$ cat config.mk
export PLATFORM = sky130hd
export DESIGN_NAME = div_scheduler_flat
export DESIGN_NICKNAME = d
export VERILOG_FILES = /design/src/rtl/div_scheduler_if.sv /design/src/rtl/div_scheduler.sv /design/src/flat_wrapper.sv
export SDC_FILE = /design/constraint.sdc
export NUM_CORES = 2
export LEC_CHECK = 0
export CAP_MARGIN = 10
export CORE_AREA = 2 2 324 326
export DETAILED_ROUTE_END_ITERATION = 8
export DIE_AREA = 0 0 326 328
export PLACE_DENSITY = 0.74
export SLEW_MARGIN = 20
export SYNTH_ARGS = -nofsm -noshare
export SYNTH_HDL_FRONTEND = slang
export SYNTH_SLANG_ARGS = --single-unit
$ cat constraint.sdc
create_clock -name clk_in -period 11.95 [get_ports clk_in]
set_clock_uncertainty 0.2 [all_clocks]
set_input_delay 2.39 -clock clk_in [delete_from_list [all_inputs] [get_ports clk_in]]
set_output_delay 2.39 -clock clk_in [all_outputs]
set_load 0.05 [all_outputs]
$ cat src/rtl/div_scheduler_if.sv
// Port bundle between the job scheduler and the single shared unsigned divider.
// The scheduler side is master; the divider side is slave.
interface div_scheduler_if #(
   parameter int WIDTH = 61
);
   logic [WIDTH-1:0] div_dividend_out;
   logic [WIDTH-1:0] div_divisor_out;
   logic             div_start_out;
   logic [WIDTH-1:0] div_quotient_in;
   logic             div_valid_in;
   logic             div_error_in;
   logic             div_busy_in;

   modport master (
      output div_dividend_out, div_divisor_out, div_start_out,
      input  div_quotient_in, div_valid_in, div_error_in, div_busy_in
   );

   modport slave (
      input  div_dividend_out, div_divisor_out, div_start_out,
      output div_quotient_in, div_valid_in, div_error_in, div_busy_in
   );
endinterface

$ cat src/rtl/div_scheduler.sv
// Time-shares one unsigned divider between NJOBS signed division jobs and
// presents all signed, saturated quotients together with one valid pulse.
//
//   state   | meaning
//   --------+-----------------------------------------------------------
//   S_IDLE  | waiting for start_in; results held
//   S_SCAN  | find next enabled job; zero divisors resolved here as errors
//   S_ISSUE | operands registered; strobe divider once it is not busy
//   S_WAIT  | waiting for divider result or timeout
//   S_DONE  | pulse valid_out, drop busy_out
module div_scheduler #(
   parameter int WIDTH   = 61,
   parameter int QWIDTH  = 32,
   parameter int NJOBS   = 4,
   parameter int SHW     = 6,
   parameter int TIMEOUT = 255
) (
   input  logic                    clk_in,
   input  logic                    rst_n_in,
   input  logic                    start_in,
   input  logic [NJOBS-1:0]        en_in,
   input  logic [NJOBS*WIDTH-1:0]  num_in,
   input  logic [NJOBS*WIDTH-1:0]  den_in,
   input  logic [NJOBS*SHW-1:0]    shift_in,
   output logic                    busy_out,
   output logic [NJOBS*QWIDTH-1:0] quot_out,
   output logic [NJOBS-1:0]        err_out,
   output logic                    valid_out,
   div_scheduler_if.master         div
);

   localparam int JW = (NJOBS > 1) ? $clog2(NJOBS) : 1;
   localparam int IW = JW + 1;
   localparam int TW = $clog2(TIMEOUT + 1);
   localparam logic [WIDTH-1:0] MAXQ = WIDTH'((64'd1 << (QWIDTH - 1)) - 64'd1);

   typedef enum logic [2:0] {S_IDLE, S_SCAN, S_ISSUE, S_WAIT, S_DONE} state_t;

   state_t                    state_q;
   logic [WIDTH-1:0]          num_q [NJOBS];
   logic [WIDTH-1:0]          den_q [NJOBS];
   logic [SHW-1:0]            sh_q  [NJOBS];
   logic [NJOBS-1:0]          en_q;
   logic [IW-1:0]             idx_q;
   logic [JW-1:0]             cur_q;
   logic [TW-1:0]             tmo_q;
   logic                      neg_q;
   logic [WIDTH-1:0]          dvd_q;
   logic [WIDTH-1:0]          dvs_q;
   logic                      start_q;
   logic                      busy_q;
   logic                      valid_q;
   logic [NJOBS*QWIDTH-1:0]   quot_q;
   logic [NJOBS-1:0]          err_q;

   logic                      found;
   logic [JW-1:0]             fidx;
   logic [WIDTH-1:0]          num_sel;
   logic [WIDTH-1:0]          den_sel;
   logic [WIDTH-1:0]          abs_num;
   logic [WIDTH-1:0]          abs_den;
   logic [WIDTH-1:0]          dvd_sel;
   logic                      sat;
   logic [QWIDTH-1:0]         mag;
   logic [QWIDTH-1:0]         res;

   // Downward sweep so the lowest enabled index at or above idx_q wins.
   always_comb begin
      found = 1'b0;
      fidx  = '0;
      for (int j = NJOBS - 1; j >= 0; j--) begin
         if (en_q[j] && (IW'(j) >= idx_q)) begin
            found = 1'b1;
            fidx  = JW'(j);
         end
      end
   end

   // abs() of the most negative value wraps to 2^(WIDTH-1), which is the
   // correct unsigned magnitude.
   always_comb begin
      num_sel = num_q[fidx];
      den_sel = den_q[fidx];
      abs_num = num_sel[WIDTH-1] ? (~num_sel + 1'b1) : num_sel;
      abs_den = den_sel[WIDTH-1] ? (~den_sel + 1'b1) : den_sel;
      dvd_sel = abs_num << sh_q[fidx];
   end

   always_comb begin
      sat = (div.div_quotient_in > MAXQ);
      mag = sat ? MAXQ[QWIDTH-1:0] : div.div_quotient_in[QWIDTH-1:0];
      res = neg_q ? (~mag + 1'b1) : mag;
   end

   always_ff @(posedge clk_in or negedge rst_n_in) begin
      if (!rst_n_in) begin
         state_q <= S_IDLE;
         for (int j = 0; j < NJOBS; j++) begin
            num_q[j] <= '0;
            den_q[j] <= '0;
            sh_q[j]  <= '0;
         end
         en_q    <= '0;
         idx_q   <= '0;
         cur_q   <= '0;
         tmo_q   <= '0;
         neg_q   <= 1'b0;
         dvd_q   <= '0;
         dvs_q   <= '0;
         start_q <= 1'b0;
         busy_q  <= 1'b0;
         valid_q <= 1'b0;
         quot_q  <= '0;
         err_q   <= '0;
      end else begin
         case (state_q)
            S_IDLE: begin
               valid_q <= 1'b0;
               if (start_in) begin
                  for (int j = 0; j < NJOBS; j++) begin
                     num_q[j] <= num_in[j*WIDTH +: WIDTH];
                     den_q[j] <= den_in[j*WIDTH +: WIDTH];
                     sh_q[j]  <= shift_in[j*SHW +: SHW];
                  end
                  en_q    <= en_in;
                  quot_q  <= '0;
                  err_q   <= '0;
                  busy_q  <= 1'b1;
                  idx_q   <= '0;
                  state_q <= S_SCAN;
               end
            end
            S_SCAN: begin
               if (!found) begin
                  state_q <= S_DONE;
               end else if (den_sel == '0) begin
                  quot_q[fidx*QWIDTH +: QWIDTH] <= '0;
                  err_q[fidx] <= 1'b1;
                  idx_q       <= IW'(fidx) + IW'(1);
               end else begin
                  cur_q   <= fidx;
                  dvd_q   <= dvd_sel;
                  dvs_q   <= abs_den;
                  neg_q   <= num_sel[WIDTH-1] ^ den_sel[WIDTH-1];
                  state_q <= S_ISSUE;
               end
            end
            S_ISSUE: begin
               if (!div.div_busy_in) begin
                  start_q <= 1'b1;
                  tmo_q   <= '0;
                  state_q <= S_WAIT;
               end
            end
            S_WAIT: begin
               start_q <= 1'b0;
               if (div.div_valid_in) begin
                  if (div.div_error_in) begin
                     quot_q[cur_q*QWIDTH +: QWIDTH] <= '0;
                     err_q[cur_q] <= 1'b1;
                  end else begin
                     quot_q[cur_q*QWIDTH +: QWIDTH] <= res;
                     err_q[cur_q] <= sat;
                  end
                  idx_q   <= IW'(cur_q) + IW'(1);
                  state_q <= S_SCAN;
               end else if (tmo_q == TW'(TIMEOUT - 1)) begin
                  quot_q[cur_q*QWIDTH +: QWIDTH] <= '0;
                  err_q[cur_q] <= 1'b1;
                  idx_q   <= IW'(cur_q) + IW'(1);
                  state_q <= S_SCAN;
               end else begin
                  tmo_q <= tmo_q + TW'(1);
               end
            end
            S_DONE: begin
               valid_q <= 1'b1;
               busy_q  <= 1'b0;
               state_q <= S_IDLE;
            end
            default: state_q <= S_IDLE;
         endcase
      end
   end

   assign busy_out             = busy_q;
   assign quot_out             = quot_q;
   assign err_out              = err_q;
   assign valid_out            = valid_q;
   assign div.div_dividend_out = dvd_q;
   assign div.div_divisor_out  = dvs_q;
   assign div.div_start_out    = start_q;

endmodule

$ cat src/flat_wrapper.sv
// flat-port wrapper written by rule: the top's interface ports become plain ports
module div_scheduler_flat 
#(
   parameter int WIDTH   = 61,
   parameter int QWIDTH  = 32,
   parameter int NJOBS   = 4,
   parameter int SHW     = 6,
   parameter int TIMEOUT = 255
)
  (clk_in, rst_n_in, start_in, en_in, num_in, den_in, shift_in, busy_out, quot_out, err_out, valid_out, div_div_dividend_out, div_div_divisor_out, div_div_start_out, div_div_quotient_in, div_div_valid_in, div_div_error_in, div_div_busy_in);
  div_scheduler_if #(.WIDTH(WIDTH)) div_i ();
  input  logic clk_in;
  input  logic rst_n_in;
  input  logic start_in;
  input  logic [NJOBS-1:0] en_in;
  input  logic [NJOBS*WIDTH-1:0] num_in;
  input  logic [NJOBS*WIDTH-1:0] den_in;
  input  logic [NJOBS*SHW-1:0] shift_in;
  output logic busy_out;
  output logic [NJOBS*QWIDTH-1:0] quot_out;
  output logic [NJOBS-1:0] err_out;
  output logic valid_out;
  output wire logic [$bits(div_i.div_dividend_out)-1:0] div_div_dividend_out;
  output wire logic [$bits(div_i.div_divisor_out)-1:0] div_div_divisor_out;
  output wire logic [$bits(div_i.div_start_out)-1:0] div_div_start_out;
  input wire logic [$bits(div_i.div_quotient_in)-1:0] div_div_quotient_in;
  input wire logic [$bits(div_i.div_valid_in)-1:0] div_div_valid_in;
  input wire logic [$bits(div_i.div_error_in)-1:0] div_div_error_in;
  input wire logic [$bits(div_i.div_busy_in)-1:0] div_div_busy_in;
  assign div_div_dividend_out = div_i.div_dividend_out;
  assign div_div_divisor_out = div_i.div_divisor_out;
  assign div_div_start_out = div_i.div_start_out;
  assign div_i.div_quotient_in = div_div_quotient_in;
  assign div_i.div_valid_in = div_div_valid_in;
  assign div_i.div_error_in = div_div_error_in;
  assign div_i.div_busy_in = div_div_busy_in;
  div_scheduler #(.WIDTH(WIDTH), .QWIDTH(QWIDTH), .NJOBS(NJOBS), .SHW(SHW), .TIMEOUT(TIMEOUT)) u_core (.clk_in(clk_in), .rst_n_in(rst_n_in), .start_in(start_in), .en_in(en_in), .num_in(num_in), .den_in(den_in), .shift_in(shift_in), .busy_out(busy_out), .quot_out(quot_out), .err_out(err_out), .valid_out(valid_out), .div(div_i));
endmodule
==> flow_summary.rst <==
.. list-table::
   :header-rows: 1

   * - Metric
     - Value
   * - Worst Reg-to-Reg Cells
     - 15
   * - Worst setup slack for register-to-register paths
     - 3.47 ns
   * - Final HPWL from detailed placement
     - between 100000 and 150000 um
   * - Slowest Stage Delay on Critical Path
     - slightly below 0.9 ns
   * - Final Hold Vio Count
     - 0
   * - Clock latency reported for the late side of the worst-skew pair
     - 0.71 ns
   * - Category of the critical setup timing path
     - register to register
   * - Cell taking the most area after synthesis
     - sky130_fd_sc_hd__dfrtp_1
   * - Slew at the pin closest to its max-slew limit
     - approximately 1.2 ns
   * - Setup repair after global routing missed its margin
     - no
   * - Count of fill cells added during filler insertion
     - between 9k and 10k
   * - Core region area
     - 103000 sq um
   * - Max-capacitance violation count
     - 0
   * - Worst R2R Start
     - u_core.en_q[3]
   * - Number of post-CTS setup repair buffers
     - 0
   * - Worst path buffer plus inverter count
     - 4
   * - CP cell instances
     - nor2b_1 -> o311a_1 -> a21oi_4 -> buf_12 -> a221oi_1 -> ha_1 -> inv_1 -> nor4_1 -> nand4_1 -> nor3_2 -> nand4_1 -> nand2_4 -> buf_4 -> buf_4 -> o21ai_0
   * - Final worst path period share
     - 70.9%
   * - Fmax
     - 0.118 GHz
   * - Wire length of the first global-routing pass
     - 273000 um
   * - Outcome
     - completed
   * - Global-route congestion overflow total
     - 0
   * - Number of cell rows
     - 118
   * - Top sig layer
     - met5
   * - Crit. End Element
     - register
   * - Max stage delay cell, worst path
     - sky130_fd_sc_hd__dfrtp_4
   * - Area Overhead vs Synth
     - 29.4%
   * - Synth Area in Compound Gates
     - a little under 20%
   * - Root buffer cell
     - sky130_fd_sc_hd__clkbuf_16
   * - Tot GR Track Use
     - 34.2%
   * - Routed length on met2
     - a little over 90000 um
   * - Number of design-rule violations left by the first detailed-router iteration
     - a little under 5k
   * - Via count of the first global-routing pass
     - 40.2k
   * - Antenna-violating nets left
     - 0
   * - Number of clock buffers inserted by TritonCTS
     - 88
   * - Cell count after synthesis
     - around 4.4k
   * - Starting density of the core
     - a little over two fifths
   * - Class of the worst hold path
     - register to register
   * - Number of buffers on the longest clock path
     - 3
   * - Commonest cells post-synth
     - sky130_fd_sc_hd__dfrtp_1 (790), sky130_fd_sc_hd__mux2_2 (529), sky130_fd_sc_hd__nand2_1 (502), sky130_fd_sc_hd__o21ai_0 (273), sky130_fd_sc_hd__a21oi_1 (262)
   * - Share of synthesized registers carrying an async set or reset
     - 100%
   * - Worst min-delay path endpoint
     - u_core.div.div_divisor_out[26]
   * - Detail-routed net length per standard cell
     - 28.8 um
   * - Antenna violations before repair
     - 63
   * - Simple logic cell fraction of the synthesized area
     - 14.4%
   * - Post-Syn Area
     - 43700 sq um
   * - IO Pins
     - 840
   * - Routed Wire Length
     - between 150000 and 200000 um
   * - TritonCTS clock tree
     - built
   * - Die Area
     - between 100000 and 150000 sq um
   * - Endpoint of the most critical register-to-register path
     - u_core.div.div_divisor_out[1]
   * - Quantity of hold-fixing buffers added after cts
     - 0
   * - Part of the Yosys area used for sequential elements
     - 45.3%
   * - Min-Delay Startpoint
     - u_core.div.div_divisor_out[26]
   * - Flip-flop cell with the highest count after synthesis
     - sky130_fd_sc_hd__dfrtp_1
   * - Setup crit start kind
     - register
   * - Arrival @ worst endpoint
     - approximately 8.8 ns
   * - Most numerous cell in the Yosys netlist
     - sky130_fd_sc_hd__dfrtp_1
   * - Synth top area share
     - 45.3%
   * - First-pass DRT Iterations
     - 8
   * - Die boundary width
     - 326 um
   * - Overall via count from detail_route
     - approximately 41k
   * - CP max FO
     - 117
   * - Net count after synthesis
     - ~5k
   * - Fraction of final layout cells sized beyond drive strength 1
     - 16.5%
   * - Shortest period the worst path allows
     - around 8.5 ns
   * - M1 wire length
     - 68900 um
   * - Vias/cell
     - 6.31
   * - Height of the die
     - 328 um
   * - Post-synthesis cell type count
     - 98
   * - Rel. slew slack
     - approximately 22%
   * - Final setup viols
     - 0
   * - Sum of negative setup slack
     - 0 ns
   * - Final Max Slew Viols
     - 0
   * - Number of H-tree levels
     - 3
   * - Synth Area in Adders
     - less than 1%
   * - Final #Nets
     - roughly 5.7k
   * - Xor-xnor portion of the synthesized cell area
     - 2.11%
   * - #FFs+latches synth
     - 790
   * - YS warnings
     - 0
   * - Clock-pin slew on the worst setup and hold paths
     - 0.06 ns
   * - Length of routed met3 wiring
     - around 17000 um
   * - Largest family of logic cells by synthesized area
     - compound AO/OA/AOI/OAI gates
   * - Largest net degree at the start of global routing
     - 169
   * - Weighted congestion reported at the end of routability-driven placement
     - 1.02
   * - Cell type group with the largest total delay on the critical path
     - simple AND/OR/NAND/NOR gates
   * - Data required, critical path
     - 12.28 ns
   * - Post-cts repair resize count
     - 0
   * - Mux cell area share after synthesis
     - ~15%
   * - Port bufs
     - 839
   * - TritonCTS sink count
     - 790
   * - Count of flip-flops with a built-in enable after synthesis
     - 0
   * - Count of cells along the worst hold path
     - 2
   * - Number of remaining DRC errors
     - 0
   * - Post-Syn Area per Cell
     - 9.96 sq um
   * - Area contributors post-synth
     - sky130_fd_sc_hd__dfrtp_1 (45%), sky130_fd_sc_hd__mux2_2 (14%), sky130_fd_sc_hd__nand2_1 (4.3%)
flip-flops by register name, summed over array words and instances, names as in the netlist:
name	cells
u_core.state_q	3
u_core.den_q	244
u_core.busy_out	1
u_core.tmo_q	8
u_core.num_q	244
u_core.idx_q	3
u_core.div.div_divisor_out	61
u_core.sh_q	24
u_core.div.div_dividend_out	61
u_core.en_q	4
u_core.div.div_start_out	1
u_core.valid_out	1
u_core.err_out	4
u_core.cur_q	2
u_core.neg_q	1
u_core.quot_out	128
how the worst max path moves through the flow:
stage                                       start                             end  slack, ns  depth (start not counted)
after floorplan           div_div_quotient_in[53]            u_core.quot_out[126]       4.87                         18
after global placement             u_core.en_q[3]  u_core.div.div_divisor_out[16]       3.80                         15
after detailed placement           u_core.en_q[3]  u_core.div.div_divisor_out[31]       3.63                         15
after CTS                          u_core.en_q[3]   u_core.div.div_divisor_out[1]       3.57                         15
after global routing               u_core.en_q[3]   u_core.div.div_divisor_out[1]       2.96                         15
final                              u_core.en_q[3]   u_core.div.div_divisor_out[1]       3.47                         15
final cells by class:
| cell class | count | area [sq um] | area share [%] |
|---|---|---|---|
| Clock buffer | 116 | 2520 | 4.46 |
| Antenna cell | 38 | 95.1 | 0.168 |
| Tap cell | 1380 | 1730 | 3.06 |
| Timing Repair Buffer | 914 | 9040 | 16.0 |
| Sequential cell | 790 | 19800 | 35.0 |
| Inverter | 23 | 86.3 | 0.153 |
| Clock inverter | 44 | 668 | 1.18 |
| Multi-Input combinational cell | 3241 | 22600 | 40.0 |
cells in the final DEF, fill, tap and decap left out, drive strengths merged, types with 14 or more instances in the layout:
master         count
o22ai             27
o211ai            38
o221ai            14
o21ai            280
or2               25
or4               20
a221o             90
a221oi            81
o311ai            21
nand4             45
o31ai             22
and4              14
buf               76
a22o              84
dfrtp            790
clkbuf           116
xor2              45
a211oi            55
or3               36
nand2b            23
xnor2             60
mux2i             54
nor3b             14
mux2             529
nor2             223
a21o              27
clkinv            24
nor3              88
a31oi             53
a41oi             16
inv               24
and2              23
nor4              51
and3              28
nand2            502
diode             38
a21oi            265
nand3            201
clkdlybuf4s50    838
tightest hold or removal path: stages (launching register included):
cell                      delay [ns]
sky130_fd_sc_hd__dfrtp_1        0.34
sky130_fd_sc_hd__nand2_1        0.05
sky130_fd_sc_hd__o21ai_0        0.06
stage by stage:
step / hold WS (ns) / util [%] / setup slack [ns] / instances / cell area (sq um)
after floorplan: 0.272 / - / 4.87 / 4387 / 43700
after global placement: 0.261 / 51.6 / 3.80 / 6348 / 53200
after detailed placement: 0.259 / 51.6 / 3.63 / 6348 / 53200
after CTS: 0.282 / 54.6 / 3.57 / 6508 / 56400
after global routing: 0.291 / 54.7 / 2.96 / 6540 / 56500
final: 0.277 / 54.7 / 3.47 / 6546 / 56500
cell families after synthesis:
logic type / Yosys count
muxes: 583
adders and majority gates: 10
buffers and inverters: 356
xor gates and xnor gates: 105
and+or+nand+nor: 1314
DFF: 790
AOI/OAI and AO/OA: 1229
per-layer routing:
layer | vias to the layer above | GRT usage [%]
li1 | 17900 | -
met1 | 20500 | 40.2
met2 | 2346 | 57.6
met3 | 539 | 8.83
met4 | 44 | 17.8
met5 | - | 0
Power is left out: the tool's default activity adds up to more than one toggle a clock period on the data nets, which glitch-free logic cannot reach.
